## src/rtl/instr_trace_buffer.sv

```systemverilog
// Commit-trace capture FIFO: samples core PC/instruction pairs and drains them over a valid/ready stream.
// Optional per-entry cycle stamps are enabled by defining TRACE_CYCLE_STAMP_EN.
module instr_trace_buffer #(
    parameter int unsigned DEPTH   = 16,
    parameter int unsigned STAMP_W = 32
) (
    input  logic                     clk,
    input  logic                     rst,
    input  logic                     trace_en,
    input  logic                     drop_repeat,
    input  logic [31:0]              pc_in,
    input  logic [31:0]              inst_in,
    input  logic                     clear,
    output logic                     m_valid,
    input  logic                     m_ready,
    output logic [31:0]              m_pc,
    output logic [31:0]              m_inst,
`ifdef TRACE_CYCLE_STAMP_EN
    output logic [STAMP_W-1:0]       m_stamp,
`endif
    output logic [$clog2(DEPTH):0]   level,
    output logic                     overflow,
    output logic [15:0]              drop_count
);

    localparam int unsigned PTR_W = $clog2(DEPTH);
    localparam int unsigned LVL_W = PTR_W + 1;

    if (DEPTH < 2 || (DEPTH & (DEPTH - 1)) != 0 || STAMP_W == 0) begin : g_cfg_check
        $error("instr_trace_buffer: DEPTH must be a power of two >= 2 and STAMP_W nonzero");
    end

    logic [31:0]      pc_mem_q   [DEPTH];
    logic [31:0]      inst_mem_q [DEPTH];

    logic [PTR_W-1:0] wr_ptr_q, wr_ptr_d;
    logic [PTR_W-1:0] rd_ptr_q, rd_ptr_d;
    logic [LVL_W-1:0] level_q, level_d;
    logic             overflow_q, overflow_d;
    logic [15:0]      drop_count_q, drop_count_d;
    logic [31:0]      last_pc_q, last_pc_d;
    logic             last_vld_q, last_vld_d;
    logic             m_valid_q, m_valid_d;
    logic [31:0]      m_pc_q, m_pc_d;
    logic [31:0]      m_inst_q, m_inst_d;

    logic cap_c, pop_c, push_c, drop_c, wr_en_c, head_new_c;

`ifdef TRACE_CYCLE_STAMP_EN
    logic [STAMP_W-1:0] stamp_mem_q [DEPTH];
    logic [STAMP_W-1:0] stamp_q, stamp_d;
    logic [STAMP_W-1:0] m_stamp_q, m_stamp_d;
`endif

    // Handshake and capture qualification
    assign cap_c   = trace_en && !(drop_repeat && last_vld_q && (pc_in == last_pc_q));
    assign pop_c   = m_valid_q && m_ready;
    assign push_c  = cap_c && ((level_q < LVL_W'(DEPTH)) || pop_c);
    assign drop_c  = cap_c && !push_c;
    assign wr_en_c = push_c && !clear && !rst;

    always_comb begin
        wr_ptr_d     = wr_ptr_q;
        rd_ptr_d     = rd_ptr_q;
        level_d      = level_q;
        overflow_d   = overflow_q;
        drop_count_d = drop_count_q;
        last_pc_d    = last_pc_q;
        last_vld_d   = last_vld_q;
        m_valid_d    = 1'b0;
        m_pc_d       = 32'd0;
        m_inst_d     = 32'd0;
        head_new_c   = 1'b0;
`ifdef TRACE_CYCLE_STAMP_EN
        stamp_d      = stamp_q + STAMP_W'(1);
        m_stamp_d    = '0;
`endif
        if (clear) begin
            wr_ptr_d     = '0;
            rd_ptr_d     = '0;
            level_d      = '0;
            overflow_d   = 1'b0;
            drop_count_d = 16'd0;
            last_vld_d   = 1'b0;
`ifdef TRACE_CYCLE_STAMP_EN
            stamp_d      = '0;
`endif
        end else begin
            if (cap_c) begin
                last_pc_d  = pc_in;
                last_vld_d = 1'b1;
            end
            if (push_c) wr_ptr_d = wr_ptr_q + PTR_W'(1);
            if (pop_c)  rd_ptr_d = rd_ptr_q + PTR_W'(1);
            level_d = level_q + LVL_W'(push_c) - LVL_W'(pop_c);
            if (drop_c) begin
                overflow_d = 1'b1;
                if (drop_count_q != 16'hFFFF) drop_count_d = drop_count_q + 16'd1;
            end
            // The entry being written this edge becomes head when nothing older remains
            head_new_c = push_c && (wr_ptr_q == rd_ptr_d);
            if (level_d != '0) begin
                m_valid_d = 1'b1;
                if (head_new_c) begin
                    m_pc_d   = pc_in;
                    m_inst_d = inst_in;
`ifdef TRACE_CYCLE_STAMP_EN
                    m_stamp_d = stamp_q;
`endif
                end else begin
                    m_pc_d   = pc_mem_q[rd_ptr_d];
                    m_inst_d = inst_mem_q[rd_ptr_d];
`ifdef TRACE_CYCLE_STAMP_EN
                    m_stamp_d = stamp_mem_q[rd_ptr_d];
`endif
                end
            end
        end
    end

    always_ff @(posedge clk) begin
        if (rst) begin
            wr_ptr_q     <= '0;
            rd_ptr_q     <= '0;
            level_q      <= '0;
            overflow_q   <= 1'b0;
            drop_count_q <= 16'd0;
            last_pc_q    <= 32'd0;
            last_vld_q   <= 1'b0;
            m_valid_q    <= 1'b0;
            m_pc_q       <= 32'd0;
            m_inst_q     <= 32'd0;
        end else begin
            wr_ptr_q     <= wr_ptr_d;
            rd_ptr_q     <= rd_ptr_d;
            level_q      <= level_d;
            overflow_q   <= overflow_d;
            drop_count_q <= drop_count_d;
            last_pc_q    <= last_pc_d;
            last_vld_q   <= last_vld_d;
            m_valid_q    <= m_valid_d;
            m_pc_q       <= m_pc_d;
            m_inst_q     <= m_inst_d;
        end
    end

    // Entry storage needs no reset: only slots below level are ever presented
    always_ff @(posedge clk) begin
        if (wr_en_c) begin
            pc_mem_q[wr_ptr_q]   <= pc_in;
            inst_mem_q[wr_ptr_q] <= inst_in;
        end
    end

`ifdef TRACE_CYCLE_STAMP_EN
    always_ff @(posedge clk) begin
        if (rst) begin
            stamp_q   <= '0;
            m_stamp_q <= '0;
        end else begin
            stamp_q   <= stamp_d;
            m_stamp_q <= m_stamp_d;
        end
    end

    always_ff @(posedge clk) begin
        if (wr_en_c) stamp_mem_q[wr_ptr_q] <= stamp_q;
    end

    assign m_stamp = m_stamp_q;
`endif

    assign m_valid    = m_valid_q;
    assign m_pc       = m_pc_q;
    assign m_inst     = m_inst_q;
    assign level      = level_q;
    assign overflow   = overflow_q;
    assign drop_count = drop_count_q;

endmodule

```

## config.mk

```make
export PLATFORM = sky130hd
export DESIGN_NAME = instr_trace_buffer
export DESIGN_NICKNAME = d
export VERILOG_FILES = /design/src/rtl/instr_trace_buffer.sv
export SDC_FILE = /design/constraint.sdc
export NUM_CORES = 2
export LEC_CHECK = 0
export ABC_AREA = 0
export BUFFER_PORTS_ARGS = -buffer_cell sky130_fd_sc_hd__clkbuf_2
export CAP_MARGIN = 20
export CELL_PAD_IN_SITES_DETAIL_PLACEMENT = 1
export CELL_PAD_IN_SITES_GLOBAL_PLACEMENT = 2
export CORE_MARGIN = 1
export CORE_UTILIZATION = 50
export CTS_BUF_LIST = sky130_fd_sc_hd__clkbuf_2
export DETAILED_ROUTE_END_ITERATION = 16
export GPL_ROUTABILITY_DRIVEN = 1
export PLACE_DENSITY_LB_ADDON = 0.1
export SETUP_SLACK_MARGIN = 0.02
export SLEW_MARGIN = 20
export SYNTH_ARGS = -nofsm -noshare
export SYNTH_HDL_FRONTEND = slang
export SYNTH_SLANG_ARGS = --single-unit
```

## constraint.sdc

```tcl
create_clock -name clk -period 14.15 [get_ports clk]
set_clock_uncertainty 0.2 [all_clocks]
set_input_delay 0.7075 -clock clk [delete_from_list [all_inputs] [get_ports clk]]
set_output_delay 0.7075 -clock clk [all_outputs]
set_load 0.01 [all_outputs]
```

==> results.md <==
* Worst Slack Setup Final at ~8500 ps
* DPL Wire Length at around 86000 um
* Vias in the first global route at 42000
* RSZ-0062 raised after global routing: false
* I/O Buffers at between 150 and 200
* Detailed-route wire length per cell at between 30 and 40 um
* Hold-fix buffers, CTS at 150
* H-tree depth at 5
* FMAX at 178 MHz
* Total core area at 102000 um2
* Yosys reg bits at between 1000 and 1500
* Fin crit share at 0.396
* Worst VDD drop at 77.9 uV
* Placed insts at about 5000
* Rel. slew slack at 0.206
* Max FO, Critical Path at 42
* Worst Hold Class: in -> reg
* Area grow syn2layout at 11.3%
* Initial cell density of the core at 0.504
* Mapped Avg Cell Area at approximately 13 um2
* Worst setup SP type: primary input
* Vias at 39600
* Clock latency on the worst-skew pair at 1580 ps
* P per Cell Area at 120 nW/um2
* Yosys top cell area share at 0.600
* Slew @ Worst Pin at between 1000 and 1500 ps
* Worst Setup End Kind: flip-flop
* CP Data Required Time at about 15000 ps
* CTS tree: yes
* Fill cell count at ~10000
* Clk root buf: clkbuf_2
* TritonCTS Buffers at around 320
* Cell Count, Final, Fillers Out at about 5700
* TritonRoute pass-1 iters at 6
* Distinct cell type count after synthesis at 62
* Final Core Density at 0.561
* Wire length of the first global-routing pass at about 270000 um
* Synth Warn # at 0
* Vert. Die Dim at about 320 um
* Overall power at between 6 and 7 mW
* Total gr overflow at 0
* Post-Syn Instances at just under 4000
* Top FF cell, synth: edfxtp_1
* Fraction of layout cells with a size suffix above 1 at 0.179
* DIE WIDTH at around 320 um
* Clk sink count at around 1200
* Post-DRT Antenna Nets at 0
* EDFF count, synth at 1024
* FP Rows at approximately 120
* Tmin final at approximately 5600 ps
* Lkg Pwr at 17.9 nW
* Yosys top cell by area: edfxtp_1
* Top Ports at around 160
* Mapped Area at 51300 um2
* Crit Path Category: in -> reg
* Avg Vias per Cell at approximately 6.9
* Sequential area share after synthesis at 0.650
* Fin Setup TNS at 0 ps
* Max-cap viol count at 0
* Drt first-iter violations at about 4100
* Post-route DRC violation count at 0
* Worst EP arrival at 6700 ps
* Outcome: completed
* Post-Place Setup Slack at 8090 ps
* Largest net degree at the start of global routing at about 220
* Clock tree buffer depth at 4
* RePlAce Congestion at ~0.81
* Initial antenna violation count at 4
* Clk slew on worst S/H paths at approximately 110 ps
* Post-cts gate resize count at 0
* Total Nets Final at ~4200
* GRT Overall Usage at 0.345
* Synth Net Count at around 4000
* Synth async-reset ratio at 0
* Final Slew Violations at 0
* Final wirelength at approximately 180000 um
* Dominant cells by area after synthesis: edfxtp_1, nor3b_1, dfxtp_1
* DIE AREA at just over 100000 um2
* Setup Buffers After CTS at 0
* Final setup vio count at 0
* Fin. Hold Viols at 0
flip-flops by register name (all words and copies together) (netlist names):
signal,flops
m_pc,32
drop_count,16
overflow,1
level,5
m_valid,1
inst_mem_q,512
wr_ptr_q,4
rd_ptr_q,4
last_pc_q,32
last_vld_q,1
m_inst,32
pc_mem_q,512
final cells by class:
type / count / area, um2 / area share
diodes: 2 / 5.00 / 0.0000877
clock buffers: 487 / 2440 / 0.0427
clock inverters: 67 / 318 / 0.00557
inverters: 14 / 60.1 / 0.00105
multi-input cells: 2270 / 16200 / 0.284
flip-flops and latches: 1152 / 33300 / 0.584
well taps: 1368 / 1710 / 0.0300
repair buffers: 379 / 3030 / 0.0530
cell families after synthesis:
| logic type | synth area share |
|---|---|
| flip-flops | 0.650 |
| buffers and inverters | 0.0387 |
| AND/OR/NAND/NOR | 0.147 |
| multiplexers | 0.00625 |
| AO/OA/AOI/OAI | 0.148 |
| XOR/XNOR | 0.00776 |
| adder cells (fa/ha/maj) | 0.00307 |
worst max-delay path, cell delays in order:
cell,delay (ps)
dlygate4sd3_1,530
dlygate4sd3_1,570
clkbuf_2,160
xnor2_1,560
nand2_1,130
a2111o_1,510
o31a_2,480
nand2_1,120
ha_1,240
inv_1,70
ha_1,150
inv_1,60
fa_1,440
inv_1,80
a21o_1,120
a21oi_1,80
xnor2_1,240
a41o_4,520
buf_4,760
a21oi_1,80
cells in the mapped netlist, types with 11 or more instances:
| library cell | count |
|---|---|
| o311ai_1 | 79 |
| clkbuf_1 | 367 |
| a21oi_1 | 79 |
| a211oi_1 | 256 |
| dfxtp_1 | 128 |
| xor2_1 | 34 |
| o311ai_0 | 52 |
| nand4_1 | 266 |
| nor3b_1 | 512 |
| mux2i_1 | 32 |
| buf_4 | 23 |
| buf_1 | 22 |
| inv_1 | 13 |
| o221ai_1 | 256 |
| o211ai_1 | 68 |
| edfxtp_1 | 1024 |
| nand3_1 | 74 |
| buf_2 | 46 |
| ha_1 | 11 |
| o2111ai_1 | 129 |
| nor2_1 | 48 |
| nand2_1 | 274 |
per-layer routing:
layer,GRT usage,vias up,share of wire
li1,-,16700,-
met1,0.453,20400,0.40
met2,0.562,2024,0.48
met3,0.0583,441,0.077
met4,0.160,2,0.039
met5,0,-,0.000044
metrics by stage:
| step | hold WS [ps] | area [um2] |
|---|---|---|
| floorplan | 238 | 51300 |
| global placement | 266 | 52700 |
| detailed placement | 278 | 52700 |
| CTS | 7.02 | 57000 |
| global route | 100 | 57100 |
| finish | 144 | 57100 |
cells in the final DEF, fill, tap and decap left out, drive strengths merged, types with 35 or more instances in the layout:
master,synthesis,routed
a211oi,256,256
a21oi,79,79
buf,97,73
clkbuf,367,643
clkinv,0,53
dfxtp,128,128
dlygate4sd3,0,150
edfxtp,1024,1024
nand2,275,275
nand3,75,75
nand4,268,268
nor2,48,48
nor3b,512,512
o2111ai,129,129
o211ai,68,68
o221ai,256,256
o311ai,132,132
xor2,35,35
power breakdown:
| group | internal (mW) | total [mW] | switching, mW |
|---|---|---|---|
| logic | 0.219 | 0.747 | 0.528 |
| clock network | 0.941 | 2.36 | 1.42 |
| registers | 3.73 | 3.76 | 0.0280 |
| total | 4.89 | 6.87 | 1.98 |
worst paths after layout:
| check | slack, ps | depth (start not counted) | endpoint | start |
|---|---|---|---|---|
| max | 8540 | 20 | m_inst[8]$_SDFF_PP0_ | pc_in[19] |
| min | 140 | 2 | pc_mem_q[5][18]$_DFFE_PP_ | pc_in[18] |
| max reg2reg | 8640 | 9 | m_pc[15]$_SDFF_PP0_ | rd_ptr_q[1]$_SDFF_PP0_ |
| min reg2reg | 290 | 2 | overflow$_SDFFE_PP0P_ | overflow$_SDFFE_PP0P_ |
No activity file was read; power rests on OpenSTA's default activity.
